### src/rtl/conf_loader_pkg.sv
// Shared definitions for the configuration loader: field widths, payload
// bit offsets, stream command codes and the FSM state encoding.
package conf_loader_pkg;

  localparam int CONF_ALU_B  = 4;
  localparam int CONF_SELA_B = 3;
  localparam int CONF_SELB_B = 3;
  localparam int CONF_SE_B   = 10;
  localparam int CONF_B      = CONF_ALU_B + CONF_SELA_B + CONF_SELB_B + CONF_SE_B;

  localparam int ALU_LSB  = 16;
  localparam int SELA_LSB = 13;
  localparam int SELB_LSB = 10;
  localparam int SE_LSB   = 0;

  localparam int WORD_B  = 32;
  localparam int CMD_LSB = 28;
  localparam int CMD_B   = 4;
  localparam int IDX_LSB = 24;
  localparam int IDX_B   = 4;
  localparam int CNT_B   = 5;

  localparam logic [CNT_B-1:0]      MAX_WORDS = 5'd16;
  localparam logic [CONF_ALU_B-1:0] ALU_NOP   = 4'h0;

  typedef enum logic [CMD_B-1:0] {
    CMD_HDR  = 4'h1,
    CMD_CONF = 4'h2
  } cmd_e;

  typedef enum logic [1:0] {
    ST_IDLE,
    ST_LOAD,
    ST_COMMIT
  } state_e;

  // Idle configuration of one PE: ALU NOP, both selects 0, switch element 0.
  function automatic logic [CONF_B-1:0] nop_conf();
    return {ALU_NOP, {(CONF_B-CONF_ALU_B){1'b0}}};
  endfunction

endpackage

### src/rtl/conf_bank.sv
// Double-buffered per-PE configuration store: the loader writes the shadow
// bank one entry at a time, and a commit copies all of it to the active bank.
module conf_bank
  import conf_loader_pkg::*;
#(
  parameter int N_PE   = 16,
  parameter int CONF_W = 20
) (
  input  logic                     i_clk,
  input  logic                     i_rst,
  input  logic                     i_wr_en,
  input  logic [IDX_B-1:0]         i_wr_idx,
  input  logic [CONF_W-1:0]        i_wr_data,
  input  logic                     i_commit,
  output logic [N_PE*CONF_W-1:0]   o_active
);

  logic [CONF_W-1:0] r_shadow [N_PE];
  logic [CONF_W-1:0] r_active [N_PE];

  always_ff @(posedge i_clk) begin
    if (i_rst) begin
      for (int i = 0; i < N_PE; i++) begin
        r_shadow[i] <= CONF_W'(nop_conf());
        r_active[i] <= CONF_W'(nop_conf());
      end
    end else begin
      for (int i = 0; i < N_PE; i++) begin
        if (i_wr_en && (i_wr_idx == IDX_B'(i))) begin
          r_shadow[i] <= i_wr_data;
        end
        if (i_commit) begin
          r_active[i] <= r_shadow[i];
        end
      end
    end
  end

  for (genvar g = 0; g < N_PE; g++) begin : g_flat
    assign o_active[g*CONF_W +: CONF_W] = r_active[g];
  end

endmodule

### src/rtl/conf_loader.sv
// Configuration stream loader: decodes HDR/CONF words into a shadow bank and
// commits the whole bank to the PE array in a single cycle.
module conf_loader
  import conf_loader_pkg::*;
#(
  parameter int N_PE   = 16,
  parameter int CONF_W = 20
) (
  input  logic                        CLK,
  input  logic                        RST,
  input  logic [WORD_B-1:0]           IN_WORD,
  input  logic                        IN_VALID,
  output logic                        IN_READY,
  output logic [N_PE*CONF_ALU_B-1:0]  CONF_ALU_ALL,
  output logic [N_PE*CONF_SELA_B-1:0] CONF_SEL_A_ALL,
  output logic [N_PE*CONF_SELB_B-1:0] CONF_SEL_B_ALL,
  output logic [N_PE*CONF_SE_B-1:0]   CONF_SE_ALL,
  output logic                        DONE,
  output logic                        ERR
);

  state_e              r_state;
  logic [CNT_B-1:0]    r_count;
  logic                r_done;
  logic                r_err;

  logic [CMD_B-1:0]        w_cmd;
  logic [IDX_B-1:0]        w_idx;
  logic [CONF_W-1:0]       w_payload;
  logic [CNT_B-1:0]        w_k;
  logic                    w_xfer;
  logic                    w_wr_en;
  logic                    w_commit;
  logic [N_PE*CONF_W-1:0]  w_active;
  logic                    w_unused;

  assign w_cmd     = IN_WORD[CMD_LSB +: CMD_B];
  assign w_idx     = IN_WORD[IDX_LSB +: IDX_B];
  assign w_payload = IN_WORD[CONF_W-1:0];
  assign w_k       = IN_WORD[CNT_B-1:0];
  assign w_unused  = ^IN_WORD[IDX_LSB-1:CONF_B];

  assign IN_READY = ~RST & (r_state != ST_COMMIT);
  assign w_xfer   = IN_VALID & IN_READY;
  assign w_wr_en  = (r_state == ST_LOAD) & w_xfer & (w_cmd == CMD_CONF);
  assign w_commit = (r_state == ST_COMMIT);

  assign DONE = r_done;
  assign ERR  = r_err;

  // Illegal words set the sticky error and are dropped without touching the count.
  always_ff @(posedge CLK) begin
    if (RST) begin
      r_state <= ST_IDLE;
      r_count <= '0;
      r_done  <= 1'b0;
      r_err   <= 1'b0;
    end else begin
      r_done <= 1'b0;
      case (r_state)
        ST_IDLE: begin
          if (w_xfer) begin
            if (w_cmd == CMD_HDR) begin
              if (w_k == '0) begin
                r_state <= ST_COMMIT;
              end else if (w_k > MAX_WORDS) begin
                r_err <= 1'b1;
              end else begin
                r_count <= w_k;
                r_state <= ST_LOAD;
              end
            end else begin
              r_err <= 1'b1;
            end
          end
        end
        ST_LOAD: begin
          if (w_xfer) begin
            if (w_cmd == CMD_CONF) begin
              r_count <= r_count - CNT_B'(1);
              if (r_count == CNT_B'(1)) begin
                r_state <= ST_COMMIT;
              end
            end else begin
              r_err <= 1'b1;
            end
          end
        end
        ST_COMMIT: begin
          r_done  <= 1'b1;
          r_state <= ST_IDLE;
        end
        default: r_state <= ST_IDLE;
      endcase
    end
  end

  conf_bank #(
    .N_PE   (N_PE),
    .CONF_W (CONF_W)
  ) u_bank (
    .i_clk     (CLK),
    .i_rst     (RST),
    .i_wr_en   (w_wr_en),
    .i_wr_idx  (w_idx),
    .i_wr_data (w_payload),
    .i_commit  (w_commit),
    .o_active  (w_active)
  );

  for (genvar g = 0; g < N_PE; g++) begin : g_split
    assign CONF_ALU_ALL  [g*CONF_ALU_B  +: CONF_ALU_B ] = w_active[g*CONF_W + ALU_LSB  +: CONF_ALU_B ];
    assign CONF_SEL_A_ALL[g*CONF_SELA_B +: CONF_SELA_B] = w_active[g*CONF_W + SELA_LSB +: CONF_SELA_B];
    assign CONF_SEL_B_ALL[g*CONF_SELB_B +: CONF_SELB_B] = w_active[g*CONF_W + SELB_LSB +: CONF_SELB_B];
    assign CONF_SE_ALL   [g*CONF_SE_B   +: CONF_SE_B  ] = w_active[g*CONF_W + SE_LSB   +: CONF_SE_B  ];
  end

endmodule
### config.mk
export PLATFORM = sky130hd
export DESIGN_NAME = conf_loader
export DESIGN_NICKNAME = d
export VERILOG_FILES = /design/src/rtl/conf_loader_pkg.sv /design/src/rtl/conf_bank.sv /design/src/rtl/conf_loader.sv
export SDC_FILE = /design/constraint.sdc
export NUM_CORES = 1
export LEC_CHECK = 0
export ABC_AREA = 1
export BUFFER_PORTS_ARGS = -buffer_cell sky130_fd_sc_hd__buf_4
export CAP_MARGIN = 30
export CORE_MARGIN = 5
export CORE_UTILIZATION = 50
export CTS_BUF_LIST = sky130_fd_sc_hd__clkbuf_4 sky130_fd_sc_hd__clkbuf_8
export CTS_CLUSTER_DIAMETER = 60
export CTS_CLUSTER_SIZE = 12
export DETAILED_ROUTE_END_ITERATION = 8
export PLACE_DENSITY = 0.71
export RECOVER_POWER = 50
export SLEW_MARGIN = 0
export SYNTH_ARGS = -nofsm -noshare
export SYNTH_HDL_FRONTEND = slang
export SYNTH_HIERARCHICAL = 1
export SYNTH_SLANG_ARGS = --single-unit
### constraint.sdc
create_clock -name CLK -period 17.6 [get_ports CLK]
set_input_delay 5.28 -clock CLK [delete_from_list [all_inputs] [get_ports CLK]]
set_output_delay 5.28 -clock CLK [all_outputs]
set_load 0.005 [all_outputs]
==> results.txt <==
The flow ran to the end, but the final reports show violations. The checks that failed: max-capacitance violations, max-slew violations. The proportion of synthesized flip-flops having asynchronous set or reset is 0%. Post-CTS repair changed the size of 0 cells.

For this run, the register share of the synthesized area comes to 79.7%. The endpoint identified for the worst register-to-register timing path is u_bank/r_active[0][61]. Counting every sink on the clock net gives 649. The minimum clock period after layout is 12.34 ns.

The starting density of the core came out at 50.7%. The final count of hold timing violations is 0. The post-CTS setup-driven buffer insertion count came out at 0.

The most frequent standard cell in the layout excluding fill and tap cells is sky130_fd_sc_hd__edfxtp_1. The final core utilization is 58.4%. The worst endpoint required time is 17.80 ns. Excluding fillers, the count of instances in the completed layout stands at 2748. The layout filler cell count came out at 3768. The total routing usage reported by global routing is 20.8%. Entering global routing, the biggest net connects 172 pins. Total power for the finished layout comes to 2810 uW. The HPWL after detailed placement came out at 35.8 mm. The sink of the worst hold path is ERR. The routed design has 56.4 mm of wire. The yosys synthesis warning count came out at 6. In this run the biggest area consumer among cell types represents 79.0% of the synthesized area. TritonCTS built the clock tree. The pre-antenna-repair detailed-routing pass consisted of 5 iterations. The number of antenna violations at the first check in global routing came out at 4.

IR analysis of the VDD net gives a maximum drop of 0.0657 mV. The period utilization is 70.1%. In the layout the commonest cells are sky130_fd_sc_hd__edfxtp_1, sky130_fd_sc_hd__nor2_1, sky130_fd_sc_hd__inv_1. After synthesis, the cell types taking the most area are sky130_fd_sc_hd__edfxtp_1, sky130_fd_sc_hd__nor2_1, sky130_fd_sc_hd__inv_1, sky130_fd_sc_hd__buf_6, sky130_fd_sc_hd__buf_2. The first-pass GRT wire length is 82.4 mm.

The die covers 0.0532 sq mm. After floorplanning, the core was divided into 80 placement rows. The max-slew violation count came to 391. The source of the worst hold timing path is ERR. The sum of overflow across all layers after global routing came out at 0. In this run the cell area of the synthesized design comes to 0.0243 sq mm. The total power per unit cell area is 100 mW/mm^2.

Setup repair after global routing left no endpoint under its margin. By startpoint and endpoint, the worst setup path is classified as in -> reg. Yosys mapped a number of flops with a built-in enable equal to 640. Along the worst path, the maximum fanout reaches 92. Across all register-to-register paths, the minimum setup slack is 11.57 ns. The data arrival time of the critical path came out at 12.54 ns. For the final routed database, the setup TNS stands at 0 ns. The average wire length per cell after detail routing came out at 20.5 um. In this run the tool buffered the top-level ports with 353 buffer cells. Once detail routing completed, the nets flagged for antenna violations numbered 0.

The post-synthesis cell type count came out at 34. In this run the clock root is driven by a sky130_fd_sc_hd__clkbuf_8. The clock edge transition at the registers on the reported setup and hold paths is 0.08 ns. The final setup skew came out at 0.0239 ns.

The worst setup path is captured at a flip-flop. The worst slew margin relative to its limit came out at -218%. The number of cells in the design after placement is 2661.

The number of nets in the synthesized netlist is 1797. The startpoint identified for the worst register-to-register timing path is r_state[0]. The H-tree level count is 3. The largest total area in the synthesized netlist belongs to sky130_fd_sc_hd__edfxtp_1. The height of the chip is 231 um. The tool flagged a number of max-cap violations equal to 6. Setup violations remaining at the end of the flow were counted as 0. The cell depth of the worst min-delay path came out at 2. The number of cells produced by synthesis came out at 1760. The number of clock buffers inserted by TritonCTS is 66. The routed via count divided by cell count is 4.97. The placer congestion estimate came out at 0.800. The transition time at the pin with the least slew margin came out at 4.77 ns. The fraction of final layout cells sized beyond drive strength 1 is 19.8%. The category of the worst setup path launch point is an input port.

The maximum clock rate came out at 81.0 MHz. The total core area is 0.0479 sq mm. The static power due to leakage came out at 0.0114 uW.

The mean instance size in the synthesized netlist came out at 13.8 sq um. The number of global-route vias before repair came to 13350. The I/O pin count is 358. The depth of the most critical reg-to-reg path came out at 6. The growth of design area from synthesis to finish is 15.0%. The cts-stage hold buffer count is 0. The worst hold path belongs to the class reg -> reg. The floorplan die width is 231 um. At the end of the flow, the number of nets in the layout was 2154. The violation count after the first detailed-route iteration is 1328. After detailed routing, the number of remaining DRC violations is 0.

The clock passes through at most 3 buffers. The clock network latency to the later pin of the worst-skew pair is 0.65 ns. The top flip-flop cell by instance count after synthesis is sky130_fd_sc_hd__edfxtp_1.

The total vias in the final route is 13654. The count of state elements after synthesis is 649.
==> synth_stat cells (3+ instances only) <==
cell,n
sky130_fd_sc_hd__edfxtp_1,640
sky130_fd_sc_hd__nor2_1,490
sky130_fd_sc_hd__inv_1,358
sky130_fd_sc_hd__nand2_1,47
sky130_fd_sc_hd__buf_2,44
sky130_fd_sc_hd__nor3_1,39
sky130_fd_sc_hd__buf_6,34
sky130_fd_sc_hd__nor3_2,22
sky130_fd_sc_hd__o21ai_0,15
sky130_fd_sc_hd__nand3_1,14
sky130_fd_sc_hd__nand2_4,11
sky130_fd_sc_hd__dfxtp_1,9
sky130_fd_sc_hd__buf_4,4
sky130_fd_sc_hd__nand2_2,4
sky130_fd_sc_hd__clkbuf_1,3
==> where the power goes <==
group,internal (uW),total [uW],switching [uW]
Sequential,1770,1800,25.5
Clock,367,854,487
Combinational,51.7,154,102
Total,2190,2810,615
==> final cells by class <==
cell class                      instances  area [sq um]  area share, %
Tap cell                              615           769           2.75
Clock buffer                           73           973           3.48
Timing Repair Buffer                  375          2640           9.44
Inverter                              363          1370           4.89
Clock inverter                         10          85.1          0.304
Multi-Input combinational cell        662          2750           9.82
Antenna cell                            1          2.50        0.00894
Sequential cell                       649         19400           69.3
==> sequential cells by signal, indices dropped and copies added (netlist names) <==
register / count
r_count: 5
DONE: 1
u_bank/r_shadow: 320
ERR: 1
u_bank/r_active: 320
r_state: 2
==> per-layer routing <==
metal / wire length [um] / vias up / GRT usage, %
met3: 4560 / 81 / 5.14
li1: - / 6334 / -
met5: 51 / - / 0
met4: 1210 / 6 / 6.71
met1: 22800 / 6660 / 27.6
met2: 27800 / 573 / 34.5
==> worst max-delay path by stage <==
stage                     depth (start not counted)  slack, ns  start                    end
final                                             6       5.26    RST  u_bank/r_active[1][1]
after global routing                              6       4.52    RST  u_bank/r_active[1][1]
after CTS                                         3       6.51    RST               IN_READY
after detailed placement                          3       6.51    RST               IN_READY
after global placement                            3       6.51    RST               IN_READY
after floorplan                                   1       6.93    RST               IN_READY
==> cell families (layout without fill, tap and decap cells) <==
logic type | Yosys count | in the layout | synth area share, %
compound gates | 19 | 19 | 0.401
flops | 649 | 649 | 79.7
simple gates | 641 | 641 | 11.4
other cells | 0 | 1 | 0
buf+inv | 449 | 821 | 8.37
fa+ha+maj | 2 | 2 | 0.103
==> critical path: stages <==
cell	delay (ns)
sky130_fd_sc_hd__clkbuf_1	0.91
sky130_fd_sc_hd__clkinvlp_2	1.90
sky130_fd_sc_hd__nand2_1	0.83
sky130_fd_sc_hd__clkbuf_1	0.37
sky130_fd_sc_hd__clkbuf_1	2.94
sky130_fd_sc_hd__nor2_1	0.22
==> metrics by stage <==
step,instance area (sq um),hold WS (ns),worst slack (ns)
final,28000,0.464,5.26
after global routing,28000,0.484,4.52
after CTS,28400,0.468,6.51
after detailed placement,27300,0.455,6.51
after global placement,27300,0.444,6.51
after floorplan,24300,0.441,6.93
No activity file was read; power rests on OpenSTA's default activity.
